<file path="config.mk">
export PLATFORM = sky130hd
export DESIGN_NAME = control_unit_seq_flat
export DESIGN_NICKNAME = d
export VERILOG_FILES = /design/src/rtl/control_unit_pkg.sv /design/src/rtl/control_unit_seq_if.sv /design/src/rtl/control_unit_iter.sv /design/src/rtl/control_unit_seq.sv /design/src/flat_wrapper.sv
export SDC_FILE = /design/constraint.sdc
export NUM_CORES = 1
export LEC_CHECK = 0
export ABC_CLOCK_PERIOD_IN_PS = 2200
export BUFFER_PORTS_ARGS = -buffer_cell sky130_fd_sc_hd__buf_2
export CORE_ASPECT_RATIO = 2
export CORE_MARGIN = 5
export CORE_UTILIZATION = 35
export DETAILED_ROUTE_END_ITERATION = 8
export PLACE_DENSITY = 0.56
export SYNTH_ARGS = -nofsm -noshare
export SYNTH_HDL_FRONTEND = slang
export SYNTH_SLANG_ARGS = --single-unit
</file>
<file path="constraint.sdc">
create_clock -name clk -period 2.2 [get_ports clk]
set_input_delay 0.44 -clock clk [delete_from_list [all_inputs] [get_ports clk]]
set_output_delay 0.44 -clock clk [all_outputs]
set_load 0.03 [all_outputs]
</file>
<file path="src/rtl/control_unit_pkg.sv">
// Shared definitions for the sequential calculator control unit: opcodes,
// FSM state encoding and the default operand width.
package control_unit_pkg;

    localparam int DEFAULT_DATA_W = 8;

    localparam logic [1:0] OP_ADD = 2'b00;
    localparam logic [1:0] OP_SUB = 2'b01;
    localparam logic [1:0] OP_MUL = 2'b10;
    localparam logic [1:0] OP_DIV = 2'b11;

    typedef enum logic [1:0] {
        ST_IDLE = 2'b00,
        ST_EXEC = 2'b01,
        ST_DONE = 2'b10
    } state_t;

endpackage

</file>
<file path="src/rtl/control_unit_seq_if.sv">
// Request/response bundle between the operand registers (master) and the
// sequential control unit (slave).
interface control_unit_seq_if
    import control_unit_pkg::*;
#(
    parameter int DATA_W = DEFAULT_DATA_W,
    parameter int OP_W   = 2
);
    logic                  start;
    logic [OP_W-1:0]       input_Operator;
    logic [DATA_W-1:0]     operand_a;
    logic [DATA_W-1:0]     operand_b;
    logic                  busy;
    logic                  done;
    logic [2*DATA_W-1:0]   result;
    logic                  err;

    modport master (
        output start, input_Operator, operand_a, operand_b,
        input  busy, done, result, err
    );

    modport slave (
        input  start, input_Operator, operand_a, operand_b,
        output busy, done, result, err
    );
endinterface

</file>
<file path="src/rtl/control_unit_iter.sv">
// Bit-serial step datapath: LSB-first shift-add multiply and, when
// CONTROL_UNIT_DIV_EN is defined, MSB-first restoring division.
module control_unit_iter #(
    parameter int DATA_W = 8
) (
    input  logic                clk,
    input  logic                load,
    input  logic                step,
`ifdef CONTROL_UNIT_DIV_EN
    input  logic                is_div,
`endif
    input  logic [DATA_W-1:0]   a,
    input  logic [DATA_W-1:0]   b,
    output logic [2*DATA_W-1:0] res_next
);
    logic [DATA_W-1:0] acc_q, sreg_q, opnd_q;
    logic [DATA_W-1:0] acc_n, sreg_n;
    logic [DATA_W:0]   add_sum;
`ifdef CONTROL_UNIT_DIV_EN
    logic [DATA_W:0]   shifted;
    logic              ge;
`endif

    // res_next is the value after the current step, so the final step can be
    // captured into the result register on the same edge.
    always_comb begin
        add_sum = {1'b0, acc_q} + {1'b0, (sreg_q[0] ? opnd_q : '0)};
        acc_n   = add_sum[DATA_W:1];
        sreg_n  = {add_sum[0], sreg_q[DATA_W-1:1]};
`ifdef CONTROL_UNIT_DIV_EN
        shifted = {acc_q, sreg_q[DATA_W-1]};
        ge      = shifted >= {1'b0, opnd_q};
        if (is_div) begin
            // remainder stays below the divisor, so the difference fits DATA_W bits
            acc_n  = ge ? (shifted[DATA_W-1:0] - opnd_q) : shifted[DATA_W-1:0];
            sreg_n = {sreg_q[DATA_W-2:0], ge};
        end
`endif
        res_next = {acc_n, sreg_n};
    end

    always_ff @(posedge clk) begin
        if (load) begin
            acc_q  <= '0;
            sreg_q <= a;
            opnd_q <= b;
        end else if (step) begin
            acc_q  <= acc_n;
            sreg_q <= sreg_n;
        end
    end

endmodule

</file>
<file path="src/rtl/control_unit_seq.sv">
// Sequential calculator control unit: start/busy/done handshake, single-cycle
// ADD/SUB, bit-serial MUL and optional DIV (enabled by CONTROL_UNIT_DIV_EN).
module control_unit_seq
    import control_unit_pkg::*;
#(
    parameter int DATA_W = DEFAULT_DATA_W,
    parameter int OP_W   = 2
) (
    input  logic               clk,
    input  logic               reset,
    control_unit_seq_if.slave  bus
);
    localparam int CNT_W = $clog2(DATA_W);

    state_t               state_q, state_n;
    logic [CNT_W-1:0]     cnt_q;
    logic [2*DATA_W-1:0]  result_q, quick_res, iter_res;
    logic                 err_q, quick_err;
    logic [OP_W-1:0]      op_in;
    logic [DATA_W:0]      sum, diff;
    logic                 op_legal, is_mul, is_div, long_op, accept, step;
`ifdef CONTROL_UNIT_DIV_EN
    logic                 is_div_q;
`endif

    assign op_in  = bus.input_Operator;
    assign accept = (state_q == ST_IDLE) && bus.start;
    assign step   = (state_q == ST_EXEC);

    always_comb begin
        sum      = {1'b0, bus.operand_a} + {1'b0, bus.operand_b};
        diff     = {1'b0, bus.operand_a} - {1'b0, bus.operand_b};
        op_legal = 32'(op_in) < 32'd4;
        is_mul   = op_legal && (op_in[1:0] == OP_MUL);
`ifdef CONTROL_UNIT_DIV_EN
        is_div   = op_legal && (op_in[1:0] == OP_DIV) && (bus.operand_b != '0);
`else
        is_div   = 1'b0;
`endif
        long_op   = is_mul || is_div;
        quick_err = 1'b1;
        quick_res = '0;
        // anything that is not ADD/SUB and not iterated is an error case
        if (op_legal && (op_in[1:0] == OP_ADD)) begin
            quick_err = 1'b0;
            quick_res = {{(DATA_W-1){1'b0}}, sum};
        end else if (op_legal && (op_in[1:0] == OP_SUB)) begin
            quick_err = 1'b0;
            quick_res = {{(DATA_W-1){diff[DATA_W]}}, diff};
        end
    end

    always_comb begin
        state_n = state_q;
        unique case (state_q)
            ST_IDLE: if (bus.start) state_n = long_op ? ST_EXEC : ST_DONE;
            ST_EXEC: if (cnt_q == '0) state_n = ST_DONE;
            ST_DONE: state_n = ST_IDLE;
            default: state_n = ST_IDLE;
        endcase
    end

    always_ff @(posedge clk or posedge reset) begin
        if (reset) state_q <= ST_IDLE;
        else       state_q <= state_n;
    end

    // result/err are written on the edge entering DONE and held afterwards
    always_ff @(posedge clk or posedge reset) begin
        if (reset) begin
            cnt_q    <= '0;
            result_q <= '0;
            err_q    <= 1'b0;
`ifdef CONTROL_UNIT_DIV_EN
            is_div_q <= 1'b0;
`endif
        end else if (accept) begin
            if (long_op) begin
                cnt_q <= CNT_W'(DATA_W-1);
            end else begin
                result_q <= quick_res;
                err_q    <= quick_err;
            end
`ifdef CONTROL_UNIT_DIV_EN
            is_div_q <= is_div;
`endif
        end else if (step) begin
            if (cnt_q == '0) begin
                result_q <= iter_res;
                err_q    <= 1'b0;
            end else begin
                cnt_q <= cnt_q - CNT_W'(1);
            end
        end
    end

    control_unit_iter #(.DATA_W(DATA_W)) u_iter (
        .clk      (clk),
        .load     (accept),
        .step     (step),
`ifdef CONTROL_UNIT_DIV_EN
        .is_div   (is_div_q),
`endif
        .a        (bus.operand_a),
        .b        (bus.operand_b),
        .res_next (iter_res)
    );

    assign bus.busy   = (state_q == ST_EXEC);
    assign bus.done   = (state_q == ST_DONE);
    assign bus.result = result_q;
    assign bus.err    = err_q;

endmodule

</file>
<file path="src/flat_wrapper.sv">
// flat-port wrapper written by rule: the top's interface ports become plain ports
module control_unit_seq_flat import control_unit_pkg::*;
#(
    parameter int DATA_W = DEFAULT_DATA_W,
    parameter int OP_W   = 2
)
  (clk, reset, bus_start, bus_input_Operator, bus_operand_a, bus_operand_b, bus_busy, bus_done, bus_result, bus_err);
  control_unit_seq_if #(.DATA_W(DATA_W), .OP_W(OP_W)) bus_i ();
  input  logic clk;
  input  logic reset;
  input wire logic [$bits(bus_i.start)-1:0] bus_start;
  input wire logic [$bits(bus_i.input_Operator)-1:0] bus_input_Operator;
  input wire logic [$bits(bus_i.operand_a)-1:0] bus_operand_a;
  input wire logic [$bits(bus_i.operand_b)-1:0] bus_operand_b;
  output wire logic [$bits(bus_i.busy)-1:0] bus_busy;
  output wire logic [$bits(bus_i.done)-1:0] bus_done;
  output wire logic [$bits(bus_i.result)-1:0] bus_result;
  output wire logic [$bits(bus_i.err)-1:0] bus_err;
  assign bus_i.start = bus_start;
  assign bus_i.input_Operator = bus_input_Operator;
  assign bus_i.operand_a = bus_operand_a;
  assign bus_i.operand_b = bus_operand_b;
  assign bus_busy = bus_i.busy;
  assign bus_done = bus_i.done;
  assign bus_result = bus_i.result;
  assign bus_err = bus_i.err;
  control_unit_seq #(.DATA_W(DATA_W), .OP_W(OP_W)) u_core (.clk(clk), .reset(reset), .bus(bus_i));
endmodule
</file>
# Yosys cells after proc, flatten, opt, wreduce, memory -nomap -nowiden
# Index checks and enable logic that the tools add are counted.
# word_totals
input_bits,21
register_bits,46
# classes
muxes,23
reduce_logical,9
n_addsub,4
eq_ne,9
# ops
op,n
$mux 16,6
$mux 8,3
$add 8x8->9,2
$mux 3,4
$sub 8x8->9,1
$mux 1,6
$mux 2,3
$ne 2x1->1 const B,3
$reduce_and 3->1,2
$eq 2x1->1 const B,2
$eq 2x2->1 const B,2
$logic_not 2->1,2
$ne 2x2->1 const B,2
$pmux 2 s2,1
$reduce_bool 2->1,2
$logic_not 3->1,1
$sub 3x1->3 const B,1
$reduce_and 2->1,1
$logic_and 1x1->1,1

# Logic depth before layout (Yosys ltp)
# logic_depth
depth_word,5
ltp_mapped,9

# Hierarchy
# A second synthesis with hierarchy kept.
# unflattened
cells_unflattened,338
area_unflattened_um2,3184.3
# by_module_without_submodules
module,seq_area_each_um2,n_inst,area_each_um2,cells_each
control_unit_seq,550.5,1,1795.5,211
control_unit_iter,640.6,1,1388.8,127

# Worst setup path after synthesis
# No wires, ideal clock.
# synth_timing
kind,register -> register
startpoint,register u_core.u_iter.sreg_q[0]
endpoint,register u_core.result_q[15] (netlist: u_core.bus.result[15])
n_path_buf,0
setup_slack_ns,-0.122
stages_incl_launch_ff,10
period_less_slack_ns,2.322
arrival_ns,2.202
cell_sequence,edfxtp_1 -> and2_1 -> ha_1 -> fa_1 -> a21o_1 -> a21oi_1 -> o21ai_0 -> a21o_1 -> o21a_1 -> o22a_2
# synth_between
elab_chain_len,5
# synth_lines
element,line_no,text
"start, declared",control_unit_iter.sv:16,"logic [DATA_W-1:0] acc_q, sreg_q, opnd_q;"
"start signal, assigned",control_unit_iter.sv:49,sreg_q <= sreg_n;
$mux 8,control_unit_iter.sv:27,"add_sum = {1'b0, acc_q} + {1'b0, (sreg_q[0] ? opnd_q : '0)};"
$add 8x8->9,control_unit_iter.sv:27,
$mux 16,control_unit_seq.sv:88,if (cnt_q == '0) begin
$mux 16,control_unit_seq.sv:87,end else if (step) begin
$mux 16,control_unit_seq.sv:77,end else if (accept) begin
"end signal, assigned",control_unit_seq.sv:81,result_q <= quick_res;
"end signal, assigned",control_unit_seq.sv:89,result_q <= iter_res;
"end, declared",control_unit_seq.sv:17,"logic [2*DATA_W-1:0] result_q, quick_res, iter_res;"
# No other way between the ends. The select of a mux whose other input is x is not followed.
# A chain may end at the register's enable or synchronous reset.

# Final worst setup path
# Ends and elaborated chain as after synthesis.

==> impl_metrics.yaml <==
synthesis:
  synth-main-ff-cell: "sky130_fd_sc_hd__dfrtp_1"
  post-synth-top-area-cell: "sky130_fd_sc_hd__dfrtp_1"
  ys_seq_area_frac: 0.406
  synthTopCellsByArea: "sky130_fd_sc_hd__dfrtp_1, sky130_fd_sc_hd__edfxtp_1, sky130_fd_sc_hd__ha_1"
  postSynthCellCount: 317
  post_synth.cell_area_avg_sq_um: 9.26
  yosys_register_bits: 46
  synth.net_count: 368
  synth_enable_flop_cells: 16
  ys_types: 52
  synth.yosys.warnings: 0
  syn_area_sq_mm: 0.00293
  yosys.area.top_type_share: 0.188
  share_of_synthesized_registers_carrying_an_async_set_or_reset: 0.478
clocking:
  hold_buffers: 0
  worstSkewPairLatency_ns: 0.30
  cts_max_path_buffers: 2
  tritoncts_sink_count: 46
  tritoncts: "done"
  clk_pin_slew_ns: 0.07
  ctsHtreeMaxLevel: 2
  cts.root.buffer_cell: "sky130_fd_sc_hd__clkbuf_16"
  cts_inserted_buffers: 5
detailed_routing:
  drt_first_iter_violations: 99
  wl_per_cell_microns: 17.5
  detailedRoute.firstPassIterationCount: 4
  route.detailed.drc: 0
  postRouteAntennaNets: 0
  wirelength_microns: 8640
  route.vias.total: 2598
  route.detailed.vias_per_inst: 5.27
critical_path:
  crit_type: "reg -> reg"
  endpoint_kind: "register"
  timing.critical_path.slowest_cell_delay_ns: 0.40
  critical_path_peak_fanout: 2
  crit_path_top_delay_cell: "sky130_fd_sc_hd__edfxtp_1"
  required_ns: 2.38
  crit_path_cell_trace: "and2_4 > ha_4 > fa_2 > a21o_1 > a21oi_2 > o21ai_2 > a21o_1 > o21a_1 > o22a_2"
  critical_path.most_common_cell: "sky130_fd_sc_hd__a21o_1"
  kind_of_launch_point_of_the_worst_setup_path: "register"
  arrival_ns: 2.36
  reg2reg_depth: 9
finish:
  finish.net_count: 445
  final_layout_size_suffix_gt1_frac: 0.304
  number_of_inserted_diodes: 0
  layout.cells.most_common_list: "sky130_fd_sc_hd__buf_4, sky130_fd_sc_hd__nand2_1, sky130_fd_sc_hd__buf_2"
  fin_area_sq_mm: 0.00384
  area_growth_from_synthesis_to_layout_pct: 30.7
  mostFrequentLayoutCell: "sky130_fd_sc_hd__buf_4"
global_routing:
  grt_max_degree: 23
  grt_overflow_total: 0
  grt_antenna_before_repair: 0
  grt_first_pass_wirelength_microns: 13600
  grt_use_total: 0.176
  first_global_vias: 2774
power_and_ir_drop:
  power.internal_mw: 2.80
  net-switching-power_mw: 1.99
  comb_power_share: 0.505
  clockPowerShare: 0.180
  worst_ir_drop_vdd_v: 0.000413
  power.leakage_nw: 1.78
  p_seq_frac: 0.315
  p_sw_frac: 0.415
  design_power_total_mw: 4.79
  p_per_area_mw_per_mm2: 1250
die:
  rows: 47
  io_pins: 40
  core_region_area_sq_mm: 0.00823
  initial_core_utilization: 0.356
  die_h_microns: 139
  dieWidth_microns: 74.7
  die_area_sq_mm: 0.0104
place:
  dpl.hpwl_microns: 6830
  port_buffers: 39
  placed_instance_area_sq_mm: 0.00352
  globalplace.congestion: 0.945
sta:
  timing_worst_slew_pin_value_ns: 0.451
  setup_viol: 0
  clock-skew-final_ns: 0.00707
  fin_crit_ns: 2.17
  timing.final.max_slew_violations: 0
  layout_worst_path_cycle_share: 0.987
  hold_violations: 0
  grt_setup_unrepaired: "true"
  holdWs_ns: 0.168
  headroom_to_the_max_slew_limit: 0.699
  maxClockFrequency_mhz: 460
  fin_setup_tns_ns: 0
worst_hold_path:
  hp-class: "in -> async"
outcome:
  run_status: "complete, no violations"
run:
  maximum_capacitance_violations: 0
## power by group through the flow
stage | clock network (mW) | logic (mW) | registers (mW)
2_1_floorplan | 0 | 1.15 | 1.75
3_3_place_gp | 0 | 2.19 | 1.49
3_5_place_dp | 0 | 2.23 | 1.50
4_1_cts | 0.871 | 2.29 | 1.49
5_1_grt | 0.894 | 2.66 | 1.54
6_report | 0.863 | 2.42 | 1.51
## cell families (layout without fill, tap and decap cells)
family,Yosys count,count (layout),share of synthesized area
multiplexers,3,3,0.0102
adder cells (fa/ha/maj),30,30,0.136
buffers and inverters,34,112,0.0495
AO/OA/AOI/OAI,86,86,0.195
AND/OR/NAND/NOR,108,108,0.174
XOR/XNOR,10,10,0.0299
flip-flops,46,46,0.406
## cell usage after synthesis, drive strengths merged, types with 4 or more instances
cell type  number
o21ai          20
nand2b          4
nor3            6
o21a            4
xor2            7
clkbuf          5
dfxtp           8
dfrtp          22
a21oi          25
nor2           32
ha             27
and2            9
edfxtp         16
o211ai          4
a31oi           4
nor2b           6
inv            22
nand2          40
buf             7
## layout make-up
type | instances | area (sq um)
Sequential cell | 46 | 1190
Tap cell | 98 | 123
Fill cell | 828 | 4400
Inverter | 22 | 82.6
Clock inverter | 2 | 33.8
Timing Repair Buffer | 82 | 534
Multi-Input combinational cell | 237 | 1740
Clock buffer | 6 | 129
## per-layer routing
layer / GRT usage / vias to the layer above / part of all wire
li1: - / 1261 / -
met1: 0.172 / 1253 / 0.34
met2: 0.339 / 62 / 0.59
met3: 0.0224 / 22 / 0.035
met4: 0.0863 / 0 / 0.037
met5: 0 / - / 0
## through the flow
step,worst slack (ns),instances,util
floorplan,0.0107,317,-
global placement,-0.169,484,0.428
detailed placement,-0.196,484,0.428
CTS,0.00827,493,0.453
global route,-0.0591,493,0.466
finish,0.0280,493,0.466
## worst paths after layout
check	startpoint	end	slack (ns)
worst max-delay path	u_core.u_iter.sreg_q[0]	u_core.bus.result[15]	0.03
worst min-delay path	reset	u_core.bus.result[1]	0.17
worst max register to register	u_core.u_iter.sreg_q[0]	u_core.bus.result[15]	0.03
worst min register to register	u_core.bus.result[13]	u_core.bus.result[13]	0.47
max in group asynchronous	reset	u_core.cnt_q[0]	1.79
min in group clk	bus_operand_b[6]	u_core.u_iter.opnd_q[6]	0.36
## worst max-delay path, delay by kind of cell (launching register included)
| family | cells | cell delay, ns |
|---|---|---|
| and+or+nand+nor | 1 | 0.17 |
| adders and majority gates | 2 | 0.50 |
| AOI/OAI and AO/OA | 6 | 0.97 |
| DFF | 1 | 0.40 |
## registers in the layout, indices dropped and copies added, names as in the netlist
name                  flops
u_core.state_q            2
u_core.u_iter.sreg_q      8
u_core.u_iter.acc_q       8
u_core.bus.err            1
u_core.bus.result        16
u_core.u_iter.opnd_q      8
u_core.cnt_q              3
## timing repair
action,CTS,global route
pin swaps,7,13
setup buffers,1,0
resized for setup,9,20
endpoints found under the hold margin,0,0
setup endpoints to repair,6,12
(Power assumes the default switching activity.)
